`config.mk`:
```
export PLATFORM = sky130hd
export DESIGN_NAME = uart_mmio_fifo
export DESIGN_NICKNAME = d
export VERILOG_FILES = /design/src/rtl/uart_mmio_fifo.sv
export SDC_FILE = /design/constraint.sdc
export NUM_CORES = 1
export LEC_CHECK = 0
export CORE_MARGIN = 2
export CORE_UTILIZATION = 30
export CTS_BUF_LIST = sky130_fd_sc_hd__clkbuf_4 sky130_fd_sc_hd__clkbuf_8
export DETAILED_ROUTE_END_ITERATION = 8
export GPL_TIMING_DRIVEN = 0
export PLACE_DENSITY = 0.58
export SLEW_MARGIN = 20
export SYNTH_ARGS = -nofsm -noshare
export SYNTH_HDL_FRONTEND = slang
export SYNTH_SLANG_ARGS = --single-unit
```
`constraint.sdc`:
```
create_clock -name clk -period 2.9 [get_ports clk]
set_clock_uncertainty 0.05 [all_clocks]
set_input_delay 0.435 -clock clk [delete_from_list [all_inputs] [get_ports clk]]
set_output_delay 0.435 -clock clk [all_outputs]
set_load 0.005 [all_outputs]
```
`src/rtl/uart_mmio_fifo.sv`:
```
// Memory-mapped UART bridge: TX/RX byte FIFOs, sticky error flags and cycle/instruction counters.
// CPU-side side effects are gated by stall; the UART side runs every cycle.
module uart_mmio_fifo #(
   parameter logic [31:0] BASE_ADDR = 32'h8000_0000,
   parameter int          TX_DEPTH  = 8,
   parameter int          RX_DEPTH  = 8,
   parameter int          CNT_WIDTH = 32
) (
   input  logic        clk,
   input  logic        rst,
   input  logic        stall,
   input  logic [31:0] addr,
   input  logic        we,
   input  logic        re,
   input  logic [31:0] wdata,
   input  logic        retire,
   output logic        hit,
   output logic [31:0] rdata,
   output logic [7:0]  DataIn,
   output logic        DataInValid,
   input  logic        DataInReady,
   input  logic [7:0]  DataOut,
   input  logic        DataOutValid,
   output logic        DataOutReady
);
   localparam int TAW = $clog2(TX_DEPTH);
   localparam int RAW = $clog2(RX_DEPTH);

   logic [7:0]           r_tx_mem [TX_DEPTH];
   logic [TAW-1:0]       r_tx_wp, r_tx_rp;
   logic [TAW:0]         r_tx_cnt;
   logic [7:0]           r_rx_mem [RX_DEPTH];
   logic [RAW-1:0]       r_rx_wp, r_rx_rp;
   logic [RAW:0]         r_rx_cnt;
   logic                 r_tx_ovf, r_rx_unf;
   logic [CNT_WIDTH-1:0] r_cyc, r_ins;

   logic [31:0] w_off;
   logic [2:0]  w_idx;
   logic        w_wr, w_rd, w_tx_full, w_rx_empty;
   logic        w_tx_push, w_tx_pop, w_rx_push, w_rx_pop;
   logic        w_stat_wr, w_ovf_set, w_unf_set, w_cntrst;
   logic [TAW:0] w_tx_free;
   logic        w_unused;

   function automatic logic [7:0] sat8(input logic [31:0] v);
      return (v > 32'd255) ? 8'hFF : v[7:0];
   endfunction

   // Window is 0x20 bytes; the subtraction keeps unaligned BASE_ADDR values correct.
   assign w_off = addr - BASE_ADDR;
   assign hit   = (w_off[31:5] == 27'd0);
   assign w_idx = w_off[4:2];
   assign w_wr  = we & hit & ~stall;
   assign w_rd  = re & hit & ~stall;

   // Full/empty decisions for CPU accesses use pre-edge occupancy only.
   assign w_tx_full  = (r_tx_cnt == (TAW+1)'(TX_DEPTH));
   assign w_rx_empty = (r_rx_cnt == '0);
   assign w_tx_free  = (TAW+1)'(TX_DEPTH) - r_tx_cnt;

   assign w_tx_push = w_wr & (w_idx == 3'd2) & ~w_tx_full;
   assign w_tx_pop  = DataInValid & DataInReady;
   assign w_rx_push = DataOutValid & DataOutReady;
   assign w_rx_pop  = w_rd & (w_idx == 3'd1) & ~w_rx_empty;
   assign w_stat_wr = w_wr & (w_idx == 3'd0);
   assign w_ovf_set = w_wr & (w_idx == 3'd2) & w_tx_full;
   assign w_unf_set = w_rd & (w_idx == 3'd1) & w_rx_empty;
   assign w_cntrst  = w_wr & (w_idx == 3'd6);

   assign DataInValid  = (r_tx_cnt != '0);
   assign DataIn       = DataInValid ? r_tx_mem[r_tx_rp] : 8'h00;
   assign DataOutReady = (r_rx_cnt != (RAW+1)'(RX_DEPTH));

   assign w_unused = ^{wdata[31:8], w_off[1:0]};

   always_ff @(posedge clk) begin
      if (w_tx_push) r_tx_mem[r_tx_wp] <= wdata[7:0];
      if (w_rx_push) r_rx_mem[r_rx_wp] <= DataOut;
   end

   always_ff @(posedge clk) begin
      if (rst) begin
         r_tx_wp  <= '0;
         r_tx_rp  <= '0;
         r_tx_cnt <= '0;
         r_rx_wp  <= '0;
         r_rx_rp  <= '0;
         r_rx_cnt <= '0;
         r_tx_ovf <= 1'b0;
         r_rx_unf <= 1'b0;
         r_cyc    <= '0;
         r_ins    <= '0;
      end else begin
         if (w_tx_push) r_tx_wp <= r_tx_wp + 1'b1;
         if (w_tx_pop)  r_tx_rp <= r_tx_rp + 1'b1;
         r_tx_cnt <= r_tx_cnt + (TAW+1)'(w_tx_push) - (TAW+1)'(w_tx_pop);
         if (w_rx_push) r_rx_wp <= r_rx_wp + 1'b1;
         if (w_rx_pop)  r_rx_rp <= r_rx_rp + 1'b1;
         r_rx_cnt <= r_rx_cnt + (RAW+1)'(w_rx_push) - (RAW+1)'(w_rx_pop);

         if (w_stat_wr)      r_tx_ovf <= 1'b0;
         else if (w_ovf_set) r_tx_ovf <= 1'b1;
         if (w_stat_wr)      r_rx_unf <= 1'b0;
         else if (w_unf_set) r_rx_unf <= 1'b1;

         // Counter clear outranks a same-cycle increment.
         if (w_cntrst) begin
            r_cyc <= '0;
            r_ins <= '0;
         end else begin
            r_cyc <= r_cyc + 1'b1;
            if (retire & ~stall) r_ins <= r_ins + 1'b1;
         end
      end
   end

   always_comb begin
      rdata = 32'd0;
      if (hit) begin
         case (w_idx)
            3'd0: rdata = {8'd0, sat8(32'(w_tx_free)), sat8(32'(r_rx_cnt)),
                           4'd0, r_rx_unf, r_tx_ovf, ~w_rx_empty, ~w_tx_full};
            3'd1: rdata = w_rx_empty ? 32'd0 : {24'd0, r_rx_mem[r_rx_rp]};
            3'd4: rdata = 32'(r_cyc);
            3'd5: rdata = 32'(r_ins);
            default: rdata = 32'd0;
         endcase
      end
   end
endmodule

```
==> results.tsv <==
metric	value	unit
GRT Residual Overflow	0	
Residual DRC	0	
most common cell after layout, fill and taps aside	edfxtp_1	
die area	0.0350	mm^2
crit-path cells	clkdlybuf4s50_1 > nor4_4 > and3_4 > nand3_4 > buf_4 > buf_12 > clkbuf_8 > nor2_1 > clkdlybuf4s15_1	
Pre-antenna DRT Iters	5	
Cell Pwr Density	606	mW/mm^2
Routed WL	26.5	mm
clock sink count	220	
CTS tree	done	
PortBufs	94	
max-cap viol count	0	
Starting Density	30.2	%
Slew headroom	35.8	%
# nets final	1098	
Synth Area in Adders	2.77	%
CP required	2410	ps
RSZ-0062 raised after global routing	true	
largest net degree at the start of global routing	11	
worst hold path class	in -> reg	
CP endpoint kind	output pin	
Worst-path clk slew	60	ps
xor and xnor area share after synthesis	3.23	%
Area contributors post-synth	edfxtp_1, dfxtp_1, mux4_2, nor2_1, a22oi_1	
WP data arrival	2340	ps
share of cells above drive strength 1	24.8	%
antenna viol nets, final	0	
final worst-path cycle share	97.5	%
first-pass GRT wire length	41.1	mm
CTS H-tree depth	2	
initial antenna violation count	0	
post-synthesis cell type count	58	
clk buf depth	3	
Num CTS Buffers	39	
Compound-Gate Fraction of Synth Area	9.17	%
Total Power	7.91	mW
Leak	4.35	nW
FMAX	354	MHz
top cell type's share of synthesized area	38.3	%
core area	0.0333	mm^2
Max VDD drop	353	uV
DP Cell Count	1384	
Syn Area/Cell	12.1	um^2
CP Class	in -> out	
synth-to-layout area growth	29.9	%
Die Span Y	187	um
main combinational cell family by area after synthesis	simple AND/OR/NAND/NOR gates	
max-slew violations	0	
clock latency on the worst-skew pair	530	ps
GPL Wtd Cong	0.810	
Vias/cell	5.06	
hold-fix buffers at CTS	0	
area share of and/or/nand/nor cells after synthesis	15.6	%
Mapped Nets	933	
mux contribution to synthesized area	9.62	%
Post-synth EDFFs	128	
worst slew pin tran	959	ps
I/O pin cnt	123	
Filler cells	3188	
# setup viols final	0	
DRT iter0 DRCs	417	
crit start category	input pin	
via count	7463	
met1 Resource Use GR	19.0	%
Mapped Area	0.0100	mm^2
ant diodes	0	
Detailed Place HPWL	18.5	mm
Post-synth ARST share	0	%
Avg WL per Cell	18.0	um
clock tree root buffer cell	clkbuf_8	
fin crit period	2830	ps
GRT Resource Usage Total	14.9	%
chip width	187	um
Most Crowded Layer GR	met2	
post-synthesis register bit count	220	
met2 GRT Util	25.4	%
Syn. warnings	0	
ys flop type	edfxtp_1	
peak fanout along the critical path	5	
Hold Vio Cnt, Final	0	
TNS Setup	0	ps
GRT met3 Usage	2.48	%
max incr delay on CP	460	ps
vias in the first global route	7443	
num rows	67	
gate count of the mapped netlist	832	
Seq/Total Area, Yosys	56.6	%
Crit-path slowest cell	clkdlybuf4s50_1	
fin cells	1474	
most frequent cells in the layout	edfxtp_1, dfxtp_1, nor2_1	
status	finished, final reports clean	
utilization after layout	39.2	%
cell taking the most area after synthesis	edfxtp_1	
-- cells in the mapped netlist, types with 11 or more instances --
cell	number
nor2_1	82
or4_1	22
edfxtp_1	128
nor4_1	15
clkbuf_1	39
a21oi_1	44
nor3_1	14
nand3_1	30
o31ai_1	24
nand4_1	23
o21ai_0	13
dfxtp_1	92
nand2_1	32
xor2_1	22
a22oi_1	39
xnor2_1	15
ha_1	19
inv_1	26
mux2i_1	11
mux4_2	32
mux2_2	12
-- metrics by stage --
| stage | instance area (um^2) | setup slack [ps] | hold slack (ps) |
|---|---|---|---|
| after global placement | 11500 | -1920 | 423 |
| final | 13100 | 72.0 | 314 |
| after CTS | 12900 | -9.64 | 291 |
| after global routing | 13100 | -74.7 | 332 |
| after floorplan | 10000 | 17.4 | 397 |
| after detailed placement | 11700 | -1220 | 422 |
-- worst max-delay path: cells and delay by family --
| kind | cells | cell delay (ps) |
|---|---|---|
| buffers and inverters | 5 | 1080 |
| and+or+nand+nor | 4 | 820 |
-- report_power, final --
part           internal (mW)  switching [mW]
Clock                   1.74            1.26
Combinational          0.727           0.648
Sequential              3.43           0.102
-- path summary, 6_finish.rpt --
| check | to | cells past startpoint | slack [ps] | start |
|---|---|---|---|---|
| setup / recovery | rdata[29] | 9 | 70 | addr[17] |
| hold / removal | r_tx_wp[0] | 3 | 310 | rst |
| setup reg to reg | r_rx_cnt[3] | 12 | 130 | r_rx_cnt[2] |
| hold reg to reg | flip-flop | 2 | 420 | r_tx_rp[1] |
-- final cells by class --
cell class	count	area, um^2	area share, %
sequential	220	5700	43.7
multi-input combinational	537	4410	33.8
timing repair buffer	132	1200	9.19
clock buffer	61	752	5.76
tap	448	561	4.30
buffer	41	260	1.99
inverter	26	100	0.767
clock inverter	9	72.6	0.556
-- timing repair --
item / 4_1_cts / 5_1_grt
setup endpoints to repair: 133 / 64
resized for setup: 126 / 43
buffers inserted: 22 / 5
cloned: 1 / 0
pin swaps: 13 / 5
-- layer usage --
layer	share of wire, %	vias up	routed length [um]
li1	-	3552	-
met1	44	3675	11700
met2	49	183	13000
met3	4.0	53	1070
met4	2.7	0	712
met5	0	-	0
-- state kept, by name (all words and copies together) (netlist names), named ones only --
register  cells
r_ins        32
r_rx_cnt      4
r_tx_ovf      1
r_tx_cnt      4
r_rx_rp       3
r_tx_rp       3
r_cyc        32
r_rx_unf      1
r_tx_mem     64
r_tx_wp       3
r_rx_mem     64
r_rx_wp       3
-- cell families (layout without fill, tap and decap cells) --
family | count (synthesis) | after routing
flops | 220 | 220
compound gates | 139 | 139
buf+inv | 75 | 269
xor+xnor | 37 | 37
simple gates | 285 | 285
fa+ha+maj | 21 | 21
mux | 55 | 55
Note: power is estimated with default switching activity, not from simulation.
